**src/rtl/display_pkg.sv**
```systemverilog
// Shared constants for the seven-segment scan controller: result codes,
// result symbols and the hex digit segment table ({a,b,c,d,e,f,g}, active-high).
package display_pkg;

  typedef enum logic [1:0] {
    RES_WIN  = 2'b00,
    RES_UP   = 2'b01,
    RES_DOWN = 2'b10,
    RES_NONE = 2'b11
  } result_e;

  localparam logic [6:0] SYM_WIN   = 7'b0000001;
  localparam logic [6:0] SYM_UP    = 7'b1000001;
  localparam logic [6:0] SYM_DOWN  = 7'b1000010;
  localparam logic [6:0] SYM_BLANK = 7'b0000000;

  localparam logic [6:0] HEX_TABLE [16] = '{
    7'b1111110, 7'b0110000, 7'b1101101, 7'b1111001,
    7'b0110011, 7'b1011011, 7'b1011111, 7'b1110000,
    7'b1111111, 7'b1111011, 7'b1110111, 7'b0011111,
    7'b1001110, 7'b0111101, 7'b1001111, 7'b1000111
  };

  function automatic logic [6:0] result_symbol(input result_e res);
    case (res)
      RES_WIN:  return SYM_WIN;
      RES_UP:   return SYM_UP;
      RES_DOWN: return SYM_DOWN;
      default:  return SYM_BLANK;
    endcase
  endfunction

endpackage

```
**src/rtl/display_scan_ctrl_if.sv**
```systemverilog
// Bundle between the game FSM (master) and the display scan controller (slave),
// including the board-facing segment/anode drive and the frame pulse.
interface display_scan_ctrl_if #(
  parameter int NUM_DIGITS = 4
);
  logic                          update;
  logic [1:0]                    result;
  logic [4*(NUM_DIGITS-1)-1:0]   digit_data;
  logic                          game_over;
  logic [6:0]                    game_status;
  logic [6:0]                    seg;
  logic [NUM_DIGITS-1:0]         an;
  logic                          frame_done;

  modport master (
    output update, result, digit_data, game_over, game_status,
    input  seg, an, frame_done
  );

  modport slave (
    input  update, result, digit_data, game_over, game_status,
    output seg, an, frame_done
  );
endinterface

```
**src/rtl/display_scan_ctrl_hex.sv**
```systemverilog
// Combinational nibble-to-segment decoder driven by the shared hex table.
module seg_hex_decoder
  import display_pkg::*;
(
  input  logic [3:0] nibble,
  output logic [6:0] pattern
);

  assign pattern = HEX_TABLE[nibble];

endmodule

```
**src/rtl/display_scan_ctrl.sv**
```systemverilog
// Time-multiplexed seven-segment scanner with frame-aligned double buffering
// and a game-over blink mode.
module display_scan_ctrl
  import display_pkg::*;
#(
  parameter int NUM_DIGITS = 4,
  parameter int SCAN_DIV   = 1000,
  parameter int BLINK_DIV  = 64,
  parameter int ACTIVE_LOW = 0
) (
  input  logic               clk,
  input  logic               reset_n,
  display_scan_ctrl_if.slave bus
);

  localparam int DATA_W  = 4 * (NUM_DIGITS - 1);
  localparam int SCAN_W  = $clog2(SCAN_DIV);
  localparam int IDX_W   = $clog2(NUM_DIGITS);
  localparam int BLINK_W = (BLINK_DIV > 1) ? $clog2(BLINK_DIV) : 1;

  localparam logic [SCAN_W-1:0]     SCAN_LAST  = SCAN_W'(SCAN_DIV - 1);
  localparam logic [IDX_W-1:0]      IDX_LAST   = IDX_W'(NUM_DIGITS - 1);
  localparam logic [BLINK_W-1:0]    BLINK_LAST = BLINK_W'(BLINK_DIV - 1);
  localparam logic [NUM_DIGITS-1:0] AN_FIRST   = NUM_DIGITS'(1);
  localparam logic [NUM_DIGITS-1:0] AN_RESET   = (ACTIVE_LOW != 0) ? ~AN_FIRST : AN_FIRST;
  localparam logic [6:0]            SEG_RESET  = (ACTIVE_LOW != 0) ? ~SYM_BLANK : SYM_BLANK;

  logic [SCAN_W-1:0]     scan_cnt;
  logic [IDX_W-1:0]      digit_idx;
  logic                  scan_last;
  logic                  wrap;
  logic                  wrap_d;

  logic                  pending;
  result_e               shadow_result;
  logic [DATA_W-1:0]     shadow_data;
  result_e               active_result;
  logic [DATA_W-1:0]     active_data;

  logic [BLINK_W-1:0]    blink_cnt;
  logic                  blink_phase;
  logic                  game_over_d;

  logic [3:0]            cur_nibble;
  logic [6:0]            hex_pattern;
  logic [6:0]            seg_next;
  logic [NUM_DIGITS-1:0] an_next;
  logic [6:0]            seg_q;
  logic [NUM_DIGITS-1:0] an_q;
  logic                  frame_done_q;

  assign scan_last = (scan_cnt == SCAN_LAST);
  assign wrap      = scan_last && (digit_idx == IDX_LAST);

  // NOTE: sequential state uses non-blocking assignments and a synchronous
  // reset tested first inside the clocked block.
  always_ff @(posedge clk) begin
    if (!reset_n) begin
      scan_cnt  <= '0;
      digit_idx <= '0;
    end else if (scan_last) begin
      scan_cnt  <= '0;
      digit_idx <= (digit_idx == IDX_LAST) ? '0 : digit_idx + IDX_W'(1);
    end else begin
      scan_cnt  <= scan_cnt + SCAN_W'(1);
    end
  end

  // NOTE: shadow payload has no reset; it is only observed while pending is set,
  // and pending is cleared by reset.
  always_ff @(posedge clk) begin
    if (bus.update) begin
      shadow_result <= result_e'(bus.result);
      shadow_data   <= bus.digit_data;
    end
  end

  // An update landing exactly on the wrap bypasses the shadow.
  always_ff @(posedge clk) begin
    if (!reset_n) begin
      pending       <= 1'b0;
      active_result <= RES_NONE;
      active_data   <= '0;
    end else if (wrap) begin
      if (bus.update) begin
        active_result <= result_e'(bus.result);
        active_data   <= bus.digit_data;
      end else if (pending) begin
        active_result <= shadow_result;
        active_data   <= shadow_data;
      end
      pending <= 1'b0;
    end else if (bus.update) begin
      pending <= 1'b1;
    end
  end

  // Blink state is parked at "visible, count 0" outside game over and on its rising edge.
  always_ff @(posedge clk) begin
    if (!reset_n) begin
      blink_cnt   <= '0;
      blink_phase <= 1'b1;
      game_over_d <= 1'b0;
    end else begin
      game_over_d <= bus.game_over;
      if (!bus.game_over || !game_over_d) begin
        blink_cnt   <= '0;
        blink_phase <= 1'b1;
      end else if (wrap) begin
        if (blink_cnt == BLINK_LAST) begin
          blink_cnt   <= '0;
          blink_phase <= ~blink_phase;
        end else begin
          blink_cnt   <= blink_cnt + BLINK_W'(1);
        end
      end
    end
  end

  // NOTE: every combinational output gets a default first so no latch is inferred.
  always_comb begin
    cur_nibble = '0;
    for (int i = 1; i < NUM_DIGITS; i++) begin
      if (digit_idx == IDX_W'(i)) cur_nibble = active_data[4*(i-1) +: 4];
    end
  end

  seg_hex_decoder u_hex (
    .nibble  (cur_nibble),
    .pattern (hex_pattern)
  );

  always_comb begin
    seg_next = SYM_BLANK;
    if (bus.game_over) begin
      seg_next = blink_phase ? bus.game_status : SYM_BLANK;
    end else if (digit_idx == '0) begin
      seg_next = result_symbol(active_result);
    end else begin
      seg_next = hex_pattern;
    end
    an_next = AN_FIRST << digit_idx;
  end

  // frame_done is delayed to line up with the first registered digit-0 output.
  always_ff @(posedge clk) begin
    if (!reset_n) begin
      seg_q        <= SEG_RESET;
      an_q         <= AN_RESET;
      wrap_d       <= 1'b0;
      frame_done_q <= 1'b0;
    end else begin
      seg_q        <= (ACTIVE_LOW != 0) ? ~seg_next : seg_next;
      an_q         <= (ACTIVE_LOW != 0) ? ~an_next : an_next;
      wrap_d       <= wrap;
      frame_done_q <= wrap_d;
    end
  end

  assign bus.seg        = seg_q;
  assign bus.an         = an_q;
  assign bus.frame_done = frame_done_q;

endmodule

```
**src/flat_wrapper.sv**
```systemverilog
// flat-port wrapper written by rule: the top's interface ports become plain ports
module display_scan_ctrl_flat import display_pkg::*;
#(
  parameter int NUM_DIGITS = 4,
  parameter int SCAN_DIV   = 1000,
  parameter int BLINK_DIV  = 64,
  parameter int ACTIVE_LOW = 0
)
  (clk, reset_n, bus_update, bus_result, bus_digit_data, bus_game_over, bus_game_status, bus_seg, bus_an, bus_frame_done);
  display_scan_ctrl_if #(.NUM_DIGITS(NUM_DIGITS)) bus_i ();
  input  logic clk;
  input  logic reset_n;
  input wire logic [$bits(bus_i.update)-1:0] bus_update;
  input wire logic [$bits(bus_i.result)-1:0] bus_result;
  input wire logic [$bits(bus_i.digit_data)-1:0] bus_digit_data;
  input wire logic [$bits(bus_i.game_over)-1:0] bus_game_over;
  input wire logic [$bits(bus_i.game_status)-1:0] bus_game_status;
  output wire logic [$bits(bus_i.seg)-1:0] bus_seg;
  output wire logic [$bits(bus_i.an)-1:0] bus_an;
  output wire logic [$bits(bus_i.frame_done)-1:0] bus_frame_done;
  assign bus_i.update = bus_update;
  assign bus_i.result = bus_result;
  assign bus_i.digit_data = bus_digit_data;
  assign bus_i.game_over = bus_game_over;
  assign bus_i.game_status = bus_game_status;
  assign bus_seg = bus_i.seg;
  assign bus_an = bus_i.an;
  assign bus_frame_done = bus_i.frame_done;
  display_scan_ctrl #(.NUM_DIGITS(NUM_DIGITS), .SCAN_DIV(SCAN_DIV), .BLINK_DIV(BLINK_DIV), .ACTIVE_LOW(ACTIVE_LOW)) u_core (.clk(clk), .reset_n(reset_n), .bus(bus_i));
endmodule
```
**config.mk**
```make
export PLATFORM = sky130hd
export DESIGN_NAME = display_scan_ctrl_flat
export DESIGN_NICKNAME = d
export VERILOG_FILES = /design/src/rtl/display_pkg.sv /design/src/rtl/display_scan_ctrl_if.sv /design/src/rtl/display_scan_ctrl_hex.sv /design/src/rtl/display_scan_ctrl.sv /design/src/flat_wrapper.sv
export SDC_FILE = /design/constraint.sdc
export NUM_CORES = 1
export LEC_CHECK = 0
export BUFFER_PORTS_ARGS = -buffer_cell sky130_fd_sc_hd__buf_2
export CORE_UTILIZATION = 30
export CTS_BUF_LIST = sky130_fd_sc_hd__clkbuf_8 sky130_fd_sc_hd__clkbuf_16
export DETAILED_ROUTE_END_ITERATION = 12
export GPL_ROUTABILITY_DRIVEN = 0
export HOLD_SLACK_MARGIN = 0.08
export PLACE_DENSITY_LB_ADDON = 0.3
export RECOVER_POWER = 25
export SLEW_MARGIN = 5
export SYNTH_ARGS = -nofsm -noshare
export SYNTH_HDL_FRONTEND = slang
export SYNTH_SLANG_ARGS = --single-unit
```
**constraint.sdc**
```tcl
create_clock -name clk -period 2.1 [get_ports clk]
set_input_delay 0.63 -clock clk [delete_from_list [all_inputs] [get_ports clk]]
set_output_delay 0.63 -clock clk [all_outputs]
set_load 0.05 [all_outputs]
```
==> summary.md <==
| Metric | Value |
|---|---|
| Die area | 0.00998 sq mm |
| Hold path depth | 1 |
| Initial Util | 31.1% |
| Slew Viols, Final | 0 |
| Layout area overhead | 20.5% |
| Least-Margin Pin Slew | 663 ps |
| Top cell type's share of synthesized area | 33.4% |
| Synthesis warning total | 0 |
| Power Dens Cells | 713 mW/mm^2 |
| Sequential-to-total area share from yosys stat | 48.1% |
| Gr usage total | 12.6% |
| Worst Skew | 10.4 ps |
| R2R depth | 7 |
| DRC | 0 |
| Kind of end point of the critical path | flip-flop |
| Vias/cell | 4.65 |
| Worst hold endpoint | u_core.blink_phase$_SDFFE_PP1P_ |
| ANT nets after route | 0 |
| Final cell count without fillers | 462 |
| Status | complete, no violations |
| Vias in the first global route | 2132 |
| Synthesized netlist cell count | 285 |
| Ys flop type | dfxtp_1 |
| Met3 Use GR | 3.76% |
| Clk slew on worst S/H paths | 70 ps |
| Slew HR | 55.8% |
| Longest Clk Path Bufs | 2 |
| Most common cell after layout, fill and taps aside | dfxtp_1 |
| # rows | 35 |
| FFs w/ async S/R, synth | 0% |
| EDFF count, synth | 14 |
| Routed wire length | 5660 um |
| Inst Count DP | 446 |
| Gr ovfl total | 0 |
| Core region area | 0.00924 sq mm |
| Fin area | 0.00346 sq mm |
| Sink Count | 62 |
| First-pass DRT Iterations | 4 |
| FF-to-FF setup slack | 150 ps |
| CP arrival | 2170 ps |
| Io pins | 37 |
| CP max FO | 7 |
| Setup TNS | 0 ps |
| Main area contributors after synthesis | dfxtp_1 33%, edfxtp_1 15%, mux2i_1 6.3% |
| Max-cap check violation count | 0 |
| Die Y | 99.9 um |
| CTS tree | yes |
| Drt wl/cell | 12.2 um |
| Most frequent cells in the layout | 46 x dfxtp_1, 35 x nand2_1, 24 x buf_2 |
| Worst hold path type | reg -> reg |
| Syn_area_per_cell | 10.1 sq um |
| Synth area leader | dfxtp_1 |
| Final Cycle Share | 92.7% |
| IO buf count | 36 |
| DR vias | 2148 |
| Share of layout cells above drive strength 1 | 19.5% |
| Initial drt markers | 59 |
| H-tree Lvls | 3 |
| Largest net degree at the start of global routing | 22 |
| Met1 Resource Use GR | 15.1% |
| Critical path launch point type | flip-flop |
| Reg-to-Reg Start | u_core.digit_idx[0]$_SDFFE_PN0N_ |
| Type of the worst setup path | reg -> reg |
| Minimum clock period | 1950 ps |
| Fmax | 514 MHz |
| CTS Buf Count | 9 |
| Synth cell types | 55 |
| Reg-to-Reg End | u_core.bus.seg[0]$_SDFF_PN0_ |
| Hold Startpoint | u_core.game_over_d$_SDFF_PN0_ |
| Setup violations, final | 0 |
| Busiest layer in global routing | met2 |
| Antenna violations before repair | 0 |
| Final Hold Fails | 0 |
| # diodes | 0 |
| Worst EP required | 2320 ps |
| Nets | 367 |
| Root Buffer | clkbuf_8 |
| First-pass GRT wire length | 9770 um |
| Dpl cell area | 0.00324 sq mm |
| Pleak | 1.55 nW |
| Dpl hpwl | 4100 um |
| Met2 Track Usage GR | 20.4% |
| Chip width | 99.9 um |
| Syn Nets | 324 |
| RSZ-0062 raised after global routing | false |
| Clk_lat worst skew | 340 ps |
| Flops & latches, synth | 62 |
| Mapped Area | 0.00287 sq mm |
| Max rail drop VDD | 254 uV |
## through the flow
step	hold WS, ps	power [mW]	utilization (%)	worst slack (ps)
after floorplan	368	1.37	-	22.6
after global placement	373	1.42	35.1	83.9
after detailed placement	396	1.42	35.1	46.5
after CTS	405	2.52	37.3	51.5
after global routing	430	2.58	37.5	11.9
final	402	2.47	37.5	154
## area by class of cell
class / count / area, sq um
flip-flops and latches: 62 / 1390
repair buffers: 45 / 262
fillers: 950 / 5780
well taps: 129 / 161
multi-input cells: 201 / 1410
clock inverters: 5 / 56.3
inverters: 9 / 33.8
clock buffers: 11 / 151
## worst max-delay path, stage by stage (launching register included)
cell	delay [ps]
dfxtp_4	360
buf_4	140
ha_1	230
and3b_1	220
o21ai_4	240
nand4_1	120
and3_1	180
o311a_1	330
## report_power, final
part | leakage [nW] | internal, mW | switching [mW]
Sequential | 0.527 | 1.25 | 0.0123
Clock | 0.107 | 0.613 | 0.470
Combinational | 0.917 | 0.0482 | 0.0754
Total | 1.55 | 1.91 | 0.557
## Yosys cell counts, drive strengths merged, types with 2 or more instances
cell type,number
nor3,3
a31oi,2
a21oi,12
or3,5
and2,4
ha,14
dfxtp,48
nand3b,3
o21ai,9
and3,13
a22o,2
o211a,9
clkbuf,5
a22oi,3
xnor2,3
and4,2
nor2,14
nand4,7
inv,9
buf,8
o211ai,3
xor2,6
nand3,13
nand2,36
mux2i,18
edfxtp,14
a21boi,4
o21a,2
## cells by family after synthesis
| family | count (synthesis) | share of synthesized area [%] |
|---|---|---|
| AOI/OAI and AO/OA | 52 | 13.5 |
| xor gates and xnor gates | 9 | 2.74 |
| adders and majority gates | 14 | 6.09 |
| buffers and inverters | 22 | 3.57 |
| DFF | 62 | 48.1 |
| muxes | 19 | 6.66 |
| and+or+nand+nor | 107 | 19.3 |
## timing repair
action / 4_1_cts / 5_1_grt
endpoints found under the setup margin: 1 / 6
hold endpoints to repair: 0 / 0
pin swaps: 0 / 3
buffers inserted: 0 / 0
resized for setup: 1 / 8
hold buffers: 0 / 0
## how the worst max path moves through the flow
stage                                           startpoint                      endpoint  slack, ps
after floorplan           u_core.digit_idx[0]$_SDFFE_PN0N_  u_core.bus.seg[6]$_SDFF_PN0_         20
after global placement    u_core.digit_idx[0]$_SDFFE_PN0N_  u_core.bus.seg[6]$_SDFF_PN0_         80
after detailed placement  u_core.digit_idx[0]$_SDFFE_PN0N_  u_core.bus.seg[6]$_SDFF_PN0_         50
after CTS                 u_core.digit_idx[0]$_SDFFE_PN0N_  u_core.bus.seg[6]$_SDFF_PN0_         50
after global routing      u_core.digit_idx[0]$_SDFFE_PN0N_  u_core.bus.seg[0]$_SDFF_PN0_         10
final                     u_core.digit_idx[0]$_SDFFE_PN0N_  u_core.bus.seg[0]$_SDFF_PN0_        150
## state kept, by name, summed over array words and instances, names as in the netlist, 2 cells and up
| name | cells |
|---|---|
| u_core.bus.an | 4 |
| u_core.bus.seg | 7 |
| u_core.shadow_result | 2 |
| u_core.shadow_data | 12 |
| u_core.active_result | 2 |
| u_core.active_data | 12 |
| u_core.blink_cnt | 6 |
| u_core.scan_cnt | 10 |
| u_core.digit_idx | 2 |
## per-layer routing
metal	vias to the layer above	part of all wire [%]	routed length, um
met3	13	4.2	240
li1	1111	-	-
met4	0	2.3	130
met5	-	0	0
met2	38	46	2620
met1	986	47	2670
Power figures use the tool's default switching activity.
